<file path="src/rtl/lcd_time_display.sv">
// ============================================================================
// lcd_time_display
//
// Shows the watch core's binary time as "HH:MM:SS" on an HD44780-compatible
// character LCD driven in 4-bit mode. After reset it waits for the panel to
// power up, runs the 4-bit initialisation sequence and the configuration
// commands, then keeps refreshing one frame after another: snapshot the time,
// set the DDRAM address, write the characters, pulse frame_done.
//
// Every nibble goes through the same engine: load SF_D/LCD_RS, hold two setup
// cycles, raise LCD_E for T_EPULSE cycles, drop it, then wait the gap that
// belongs to that nibble. SF_D and LCD_RS only change when the next nibble is
// loaded, so they are held through the whole gap.
//
// Optional feature (macro TWELVE_HOUR_EN): hours are shown in 12-hour form and
// each frame gets " AM" or " PM" appended (11 characters instead of 8).
//
// Ports:
//   CLK          in   system clock (50 MHz)
//   RST_N        in   asynchronous active-low reset
//   sec_digits   in   [5:0] seconds (0..59, not clamped)
//   min_digits   in   [5:0] minutes (0..59, not clamped)
//   hrs_digits   in   [4:0] hours   (0..23, not clamped)
//   SF_D         out  [3:0] LCD data nibble (board pins SF_D[11:8])
//   LCD_E        out  LCD enable strobe
//   LCD_RS       out  register select, 0 = command, 1 = data
//   LCD_RW       out  read/write select, tied to write
//   SF_CE0       out  StrataFlash chip enable, held inactive (1)
//   init_done    out  high once LCD initialisation has completed
//   frame_done   out  one-cycle pulse after the last character of a frame
// ============================================================================
module lcd_time_display #(
    parameter int T_POWERUP = 750000,
    parameter int T_INIT1   = 205000,
    parameter int T_INIT2   = 5000,
    parameter int T_EPULSE  = 12,
    parameter int T_NIBBLE  = 50,
    parameter int T_CMD     = 2000,
    parameter int T_CLEAR   = 82000,
    parameter int COL       = 4
) (
    input  logic       CLK,
    input  logic       RST_N,
    input  logic [5:0] sec_digits,
    input  logic [5:0] min_digits,
    input  logic [4:0] hrs_digits,
    output logic [3:0] SF_D,
    output logic       LCD_E,
    output logic       LCD_RS,
    output logic       LCD_RW,
    output logic       SF_CE0,
    output logic       init_done,
    output logic       frame_done
);

`ifdef TWELVE_HOUR_EN
    localparam int NCHARS = 11;
`else
    localparam int NCHARS = 8;
`endif

    typedef enum logic [2:0] {
        PWR_WAIT,
        INIT,
        CFG,
        SNAP,
        ADDR,
        CHARS,
        FRAME_END
    } state_t;

    typedef enum logic [1:0] {
        PH_SETUP,
        PH_PULSE,
        PH_WAIT
    } phase_t;

    state_t      state_reg;
    phase_t      phase_reg;
    logic [3:0]  idx_reg;       // item index inside the current state
    logic        low_nib_reg;   // 0: high nibble of the byte, 1: low nibble
    logic [31:0] cnt_reg;
    logic [5:0]  sec_snap_reg;
    logic [5:0]  min_snap_reg;
    logic [4:0]  hrs_snap_reg;

    // ------------------------------------------------------------------
    // Digit conversion of the snapshot
    // ------------------------------------------------------------------
    logic [4:0] hrs_show;
    logic [3:0] h1, h0, m1, m0, s1, s0;
    logic       is_pm;

    always_comb begin
        hrs_show = hrs_snap_reg;
        is_pm    = (hrs_snap_reg >= 5'd12);
`ifdef TWELVE_HOUR_EN
        if (hrs_snap_reg == 5'd0) begin
            hrs_show = 5'd12;
        end else if (hrs_snap_reg > 5'd12) begin
            hrs_show = hrs_snap_reg - 5'd12;
        end
`endif
        h1 = 4'(hrs_show / 5'd10);
        h0 = 4'(hrs_show % 5'd10);
        m1 = 4'(min_snap_reg / 6'd10);
        m0 = 4'(min_snap_reg % 6'd10);
        s1 = 4'(sec_snap_reg / 6'd10);
        s0 = 4'(sec_snap_reg % 6'd10);
    end

    logic [7:0] char_byte;

    always_comb begin
        char_byte = 8'h3A;
        case (idx_reg)
            4'd0:    char_byte = 8'h30 + {4'h0, h1};
            4'd1:    char_byte = 8'h30 + {4'h0, h0};
            4'd3:    char_byte = 8'h30 + {4'h0, m1};
            4'd4:    char_byte = 8'h30 + {4'h0, m0};
            4'd6:    char_byte = 8'h30 + {4'h0, s1};
            4'd7:    char_byte = 8'h30 + {4'h0, s0};
`ifdef TWELVE_HOUR_EN
            4'd8:    char_byte = 8'h20;
            4'd9:    char_byte = is_pm ? 8'h50 : 8'h41;
            4'd10:   char_byte = 8'h4D;
`endif
            default: char_byte = 8'h3A;
        endcase
    end

    // ------------------------------------------------------------------
    // What the nibble engine should send next, and the gap that follows it
    // ------------------------------------------------------------------
    logic [7:0]  cur_byte;
    logic [3:0]  cur_nib;
    logic        cur_rs;
    logic [31:0] cur_wait;
    logic        last_item;

    always_comb begin
        cur_byte = 8'h00;
        case (state_reg)
            CFG: begin
                case (idx_reg)
                    4'd0:    cur_byte = 8'h28;   // 4-bit, 2 lines, 5x8
                    4'd1:    cur_byte = 8'h06;   // entry mode: increment
                    4'd2:    cur_byte = 8'h0C;   // display on, cursor off
                    default: cur_byte = 8'h01;   // clear display
                endcase
            end
            ADDR:    cur_byte = 8'h80 | 8'(COL);
            CHARS:   cur_byte = char_byte;
            default: cur_byte = 8'h00;
        endcase

        // Init nibbles are sent alone; everything else is a byte split in two
        if (state_reg == INIT) begin
            cur_nib = (idx_reg == 4'd3) ? 4'h2 : 4'h3;
        end else begin
            cur_nib = low_nib_reg ? cur_byte[3:0] : cur_byte[7:4];
        end

        cur_rs = (state_reg == CHARS);

        if (state_reg == INIT) begin
            case (idx_reg)
                4'd0:    cur_wait = 32'(T_INIT1);
                4'd1:    cur_wait = 32'(T_INIT2);
                default: cur_wait = 32'(T_CMD);
            endcase
        end else if (!low_nib_reg) begin
            cur_wait = 32'(T_NIBBLE);
        end else if (state_reg == CFG && idx_reg == 4'd3) begin
            cur_wait = 32'(T_CMD + T_CLEAR);
        end else begin
            cur_wait = 32'(T_CMD);
        end

        case (state_reg)
            INIT:    last_item = (idx_reg == 4'd3);
            CFG:     last_item = (idx_reg == 4'd3);
            ADDR:    last_item = 1'b1;
            CHARS:   last_item = (idx_reg == 4'(NCHARS - 1));
            default: last_item = 1'b0;
        endcase
    end

    // ------------------------------------------------------------------
    // Sequencer with registered outputs
    // ------------------------------------------------------------------
    always_ff @(posedge CLK or negedge RST_N) begin
        if (!RST_N) begin
            state_reg    <= PWR_WAIT;
            phase_reg    <= PH_SETUP;
            idx_reg      <= 4'd0;
            low_nib_reg  <= 1'b0;
            cnt_reg      <= 32'd0;
            sec_snap_reg <= 6'd0;
            min_snap_reg <= 6'd0;
            hrs_snap_reg <= 5'd0;
            SF_D         <= 4'h0;
            LCD_E        <= 1'b0;
            LCD_RS       <= 1'b0;
            LCD_RW       <= 1'b0;
            SF_CE0       <= 1'b1;
            init_done    <= 1'b0;
            frame_done   <= 1'b0;
        end else begin
            LCD_RW     <= 1'b0;
            SF_CE0     <= 1'b1;
            frame_done <= 1'b0;
            case (state_reg)
                PWR_WAIT: begin
                    if (cnt_reg == 32'(T_POWERUP - 1)) begin
                        state_reg   <= INIT;
                        phase_reg   <= PH_SETUP;
                        idx_reg     <= 4'd0;
                        low_nib_reg <= 1'b0;
                        cnt_reg     <= 32'd0;
                    end else begin
                        cnt_reg <= cnt_reg + 32'd1;
                    end
                end

                SNAP: begin
                    sec_snap_reg <= sec_digits;
                    min_snap_reg <= min_digits;
                    hrs_snap_reg <= hrs_digits;
                    state_reg    <= ADDR;
                    phase_reg    <= PH_SETUP;
                    idx_reg      <= 4'd0;
                    low_nib_reg  <= 1'b0;
                    cnt_reg      <= 32'd0;
                end

                FRAME_END: begin
                    frame_done <= 1'b1;
                    state_reg  <= SNAP;
                end

                default: begin
                    // INIT, CFG, ADDR and CHARS all run the nibble engine
                    case (phase_reg)
                        PH_SETUP: begin
                            // cnt 0 loads the bus, cnt 1..2 are the setup hold
                            if (cnt_reg == 32'd0) begin
                                SF_D    <= cur_nib;
                                LCD_RS  <= cur_rs;
                                cnt_reg <= 32'd1;
                            end else if (cnt_reg == 32'd1) begin
                                cnt_reg <= 32'd2;
                            end else begin
                                LCD_E     <= 1'b1;
                                phase_reg <= PH_PULSE;
                                cnt_reg   <= 32'd0;
                            end
                        end

                        PH_PULSE: begin
                            if (cnt_reg == 32'(T_EPULSE - 1)) begin
                                LCD_E     <= 1'b0;
                                phase_reg <= PH_WAIT;
                                cnt_reg   <= 32'd0;
                            end else begin
                                cnt_reg <= cnt_reg + 32'd1;
                            end
                        end

                        default: begin
                            if (cnt_reg == cur_wait - 32'd1) begin
                                cnt_reg   <= 32'd0;
                                phase_reg <= PH_SETUP;
                                if (state_reg != INIT && !low_nib_reg) begin
                                    low_nib_reg <= 1'b1;
                                end else begin
                                    low_nib_reg <= 1'b0;
                                    if (!last_item) begin
                                        idx_reg <= idx_reg + 4'd1;
                                    end else begin
                                        idx_reg <= 4'd0;
                                        case (state_reg)
                                            INIT: state_reg <= CFG;
                                            CFG: begin
                                                init_done <= 1'b1;
                                                state_reg <= SNAP;
                                            end
                                            ADDR:    state_reg <= CHARS;
                                            default: state_reg <= FRAME_END;
                                        endcase
                                    end
                                end
                            end else begin
                                cnt_reg <= cnt_reg + 32'd1;
                            end
                        end
                    endcase
                end
            endcase
        end
    end

endmodule

</file>
<file path="config.mk">
export PLATFORM = sky130hd
export DESIGN_NAME = lcd_time_display
export DESIGN_NICKNAME = d
export VERILOG_FILES = /design/src/rtl/lcd_time_display.sv
export SDC_FILE = /design/constraint.sdc
export NUM_CORES = 1
export LEC_CHECK = 0
export ABC_AREA = 1
export CORE_MARGIN = 2
export CORE_UTILIZATION = 61
export DETAILED_ROUTE_END_ITERATION = 12
export PLACE_DENSITY_LB_ADDON = 0.05
export SLEW_MARGIN = 10
export SYNTH_ARGS = -nofsm -noshare
export SYNTH_HDL_FRONTEND = slang
export SYNTH_SLANG_ARGS = --single-unit
</file>
<file path="constraint.sdc">
create_clock -name CLK -period 4 [get_ports CLK]
set_input_delay 0.6 -clock CLK [delete_from_list [all_inputs] [get_ports CLK]]
set_output_delay 0.6 -clock CLK [all_outputs]
set_load 0.05 [all_outputs]
</file>
==> impl_metrics.csv <==
group,metric,value,unit
placement,gp_congestion,1.02,
pwr,switching_power,296,uW
final_layout,drive_gt1_frac,0.0655,
setup_path,cp_top_family,"simple AND/OR/NAND/NOR gates",
setup_path,rr_endpoint,"cnt_reg[17]$_DFFE_PN0N_",
clock_network,ctsHoldBuffers,0,
logic_synthesis,synthSimpleGateAreaFrac,0.362,
clock_network,clockBufferDepth,2,
final_layout,area_growth,10.7,%
sta,max_freq,293,MHz
logic_synthesis,yosysTopAreaCell,"dfrtp_1",
logic_synthesis,yosys_warnings,0,
clock_network,worstSkewPairLatency,360,ps
pwr,ir_drop,0.176,mV
global_routing,track_usage,0.306,
logic_synthesis,synth.most_common_cell,"nand2_1",
setup_path,crit_buf_inv,3,
placement,detailed_place_hpwl,9.86,mm
setup_path,path_cells,"ha_1, nand2_2, inv_2, nand3_2, nand2_1, inv_1, ha_1, xor2_1, nor4_1, nand3_1, nor3_1, nand4_1, nor3_1, nand3_1, nand2_1, nand2_1, nand2_1, buf_4, a21oi_1",
setup_path,end_kind,"register",
setup_path,r2r_cells,19,
pwr,p_clk_frac,0.467,
clock_network,htreeDepth,3,
logic_synthesis,synthAdderAreaFrac,0.0340,
logic_synthesis,synth_compound_area_frac,0.111,
sta,fin_crit_sh,0.852,
setup_path,crit_top_cell,"nand2_1",
final_layout,postLayoutCoreUtil,0.695,
die,die_x,95.9,um
sta,finalSetupViolCount,0,
pwr,p_leak,0.00279,uW
clock_network,cts_buffers,9,
sta,finalCriticalPeriod,3410,ps
routing,drt-initial-drc-count,240,
pwr,power.density,234,nW/um^2
sta,fin_skew,13.9,ps
clock_network,cts_tree,"yes",
setup_path,rrSetupSlack,590,ps
logic_synthesis,synth_cells,766,
global_routing,grt_overflow,0,
setup_path,slowest_stage,"dfrtp_1",
logic_synthesis,synth_flop_cell,"dfrtp_1",
logic_synthesis,syn_area_per_cell,6.73,um^2
routing,drt_pre_antenna_iters,7,
logic_synthesis,synthXorXnorAreaFrac,0.0662,
sta,setup_ws,591,ps
logic_synthesis,synth.distinct_cells,40,
clock_network,cts_resized,0,
setup_path,cp.arrival,3620,ps
placement,preCtsSetupSlack,674,ps
setup_path,critPathLaunch,"idx_reg[1]$_DFFE_PN0P_",
routing,wl_per_cell,14.3,um
pwr,share_comb_of_total_power,0.026,
global_routing,antenna_found_initial,0,
clock_network,clk_pin_slew,80,ps
logic_synthesis,yosysSeqAreaShare,0.325,
sta,hold_violations,0,
global_routing,grt_pass1_wl,22.1,mm
pwr,p_sw_frac,0.221,
logic_synthesis,yosys-top-cells-area,"dfrtp_1, nand2_1, inv_1",
die,start_util,0.628,
sta,grt_setup_unrepaired,"false",
final_layout,regArea,1680,um^2
clock_network,cts_setup_buffers,0,
global_routing,grt_pass1_vias,4953,
die,dieArea,9200,um^2
setup_path,start_kind,"register",
setup_path,path_max_fanout,30,
logic_synthesis,syn_area,5160,um^2
clock_network,clock-sinks,67,
logic_synthesis,synth_top_family_by_area,"simple AND/OR/NAND/NOR gates",
outcome,status,"completed",
global_routing,grt_start_max_net_pins,37,
flow_run,cap_violations,0,
logic_synthesis,synth_seq_cells,67,
placement,io_buffers,26,
logic_synthesis,synth_edf_count,0,
routing,antenna_left,0,
sta,tightest_slew,795,ps
final_layout,largest_register_ffs,32,
clock_network,cts_root_buf,"clkbuf_8",
routing,route.detailed.drc,0,
pwr,p_int,1040,uW
final_layout,nFillCells,733,
setup_path,crit_path_max_incr_delay,430,ps
die,core-area,8220,um^2
die,num_rows,33,
routing,vias,5101,
logic_synthesis,netlist.area_leader.share,0.325,
min_path,hold_path.class,"input port to async pin",
final_layout,nets,823,
logic_synthesis,yosys-top-cells-count,"nand2_1, inv_1, nor2_1, dfrtp_1, nand3_1",
setup_path,rr_startpoint,"idx_reg[1]$_DFFE_PN0P_",
sta,fin_tns_setup,0,ps
logic_synthesis,ys_async_sr_fraction,1.00,
pwr,power_frac_seq,0.506,
die,die_h,95.9,um
final_layout,multi_input_area,2970,um^2
sta,slew_headroom,0.469,
final_layout,antenna_cells,0,
setup_path,crit_required,4210,ps
logic_synthesis,synth_mux_area_frac,0,
die,io_pins,29,
sta,drv_slew,0,
routing,drt-total-wl,12.9,mm
routing,viasPerCell,5.67,
setup_path,critPathKind,"register to register",
## power groups by stage
stage	logic (uW)	clock network (uW)	registers (uW)
6_report	35.4	625	677
5_1_grt	39.8	668	677
4_1_cts	36.7	634	677
3_5_place_dp	36.9	0	690
3_3_place_gp	36.0	0	690
2_1_floorplan	6.72	0	690
## cells by family (layout without fill, tap and decap cells)
| group | Yosys count | in the layout |
|---|---|---|
| other cells | 2 | 3 |
| buf+inv | 132 | 159 |
| simple gates | 408 | 408 |
| flops | 67 | 67 |
| fa+ha+maj | 14 | 14 |
| compound gates | 104 | 104 |
| xor+xnor | 39 | 39 |
## layout make-up
| type | instances | area share |
|---|---|---|
| timing repair buffer | 31 | 0.0513 |
| tap | 105 | 0.0230 |
| inverter | 113 | 0.0743 |
| clock buffer | 9 | 0.0217 |
| sequential | 67 | 0.294 |
| clock inverter | 6 | 0.0158 |
| multi-input combinational | 568 | 0.520 |
## cell usage in the layout (no fill, tap or decap), types with 6 or more instances in the layout
cell type        count
a21oi_1             36
clkbuf_8             9
clkdlybuf4s50_1     25
dfrtp_1             67
ha_1                14
inv_1              109
nand2_1            182
nand2_2              6
nand3_1             62
nand3_2              7
nand4_1             23
nor2_1              77
nor3_1              23
nor4_1              10
o21ai_0             36
o21ai_1             10
xor2_1              37
## metal layers
metal  track usage  up-vias  part of all wire
met2         0.550      141              0.51
met4         0.139        0             0.034
li1              -     2533                 -
met3        0.0423       40             0.041
met1         0.361     2387              0.42
met5             0        -                 0
## worst max path at each step
stage	slack, ps	end	cells after the start
after CTS	650	cnt_reg[31]$_DFFE_PN0N_	19
after global placement	820	cnt_reg[10]$_DFFE_PN0N_	19
after detailed placement	670	cnt_reg[16]$_DFFE_PN0N_	19
final	590	cnt_reg[17]$_DFFE_PN0N_	19
after floorplan	1200	cnt_reg[10]$_DFFE_PN0N_	20
after global routing	220	cnt_reg[18]$_DFFE_PN0N_	19
## stage by stage
step	cells	hold WS (ps)	area, um^2	total power, uW
2_1_floorplan	767	304	5160	697
5_1_grt	899	341	5710	1380
3_5_place_dp	884	459	5490	727
6_report	899	278	5710	1340
3_3_place_gp	884	463	5490	726
4_1_cts	899	300	5710	1350
No activity file was read; power rests on OpenSTA's default activity.
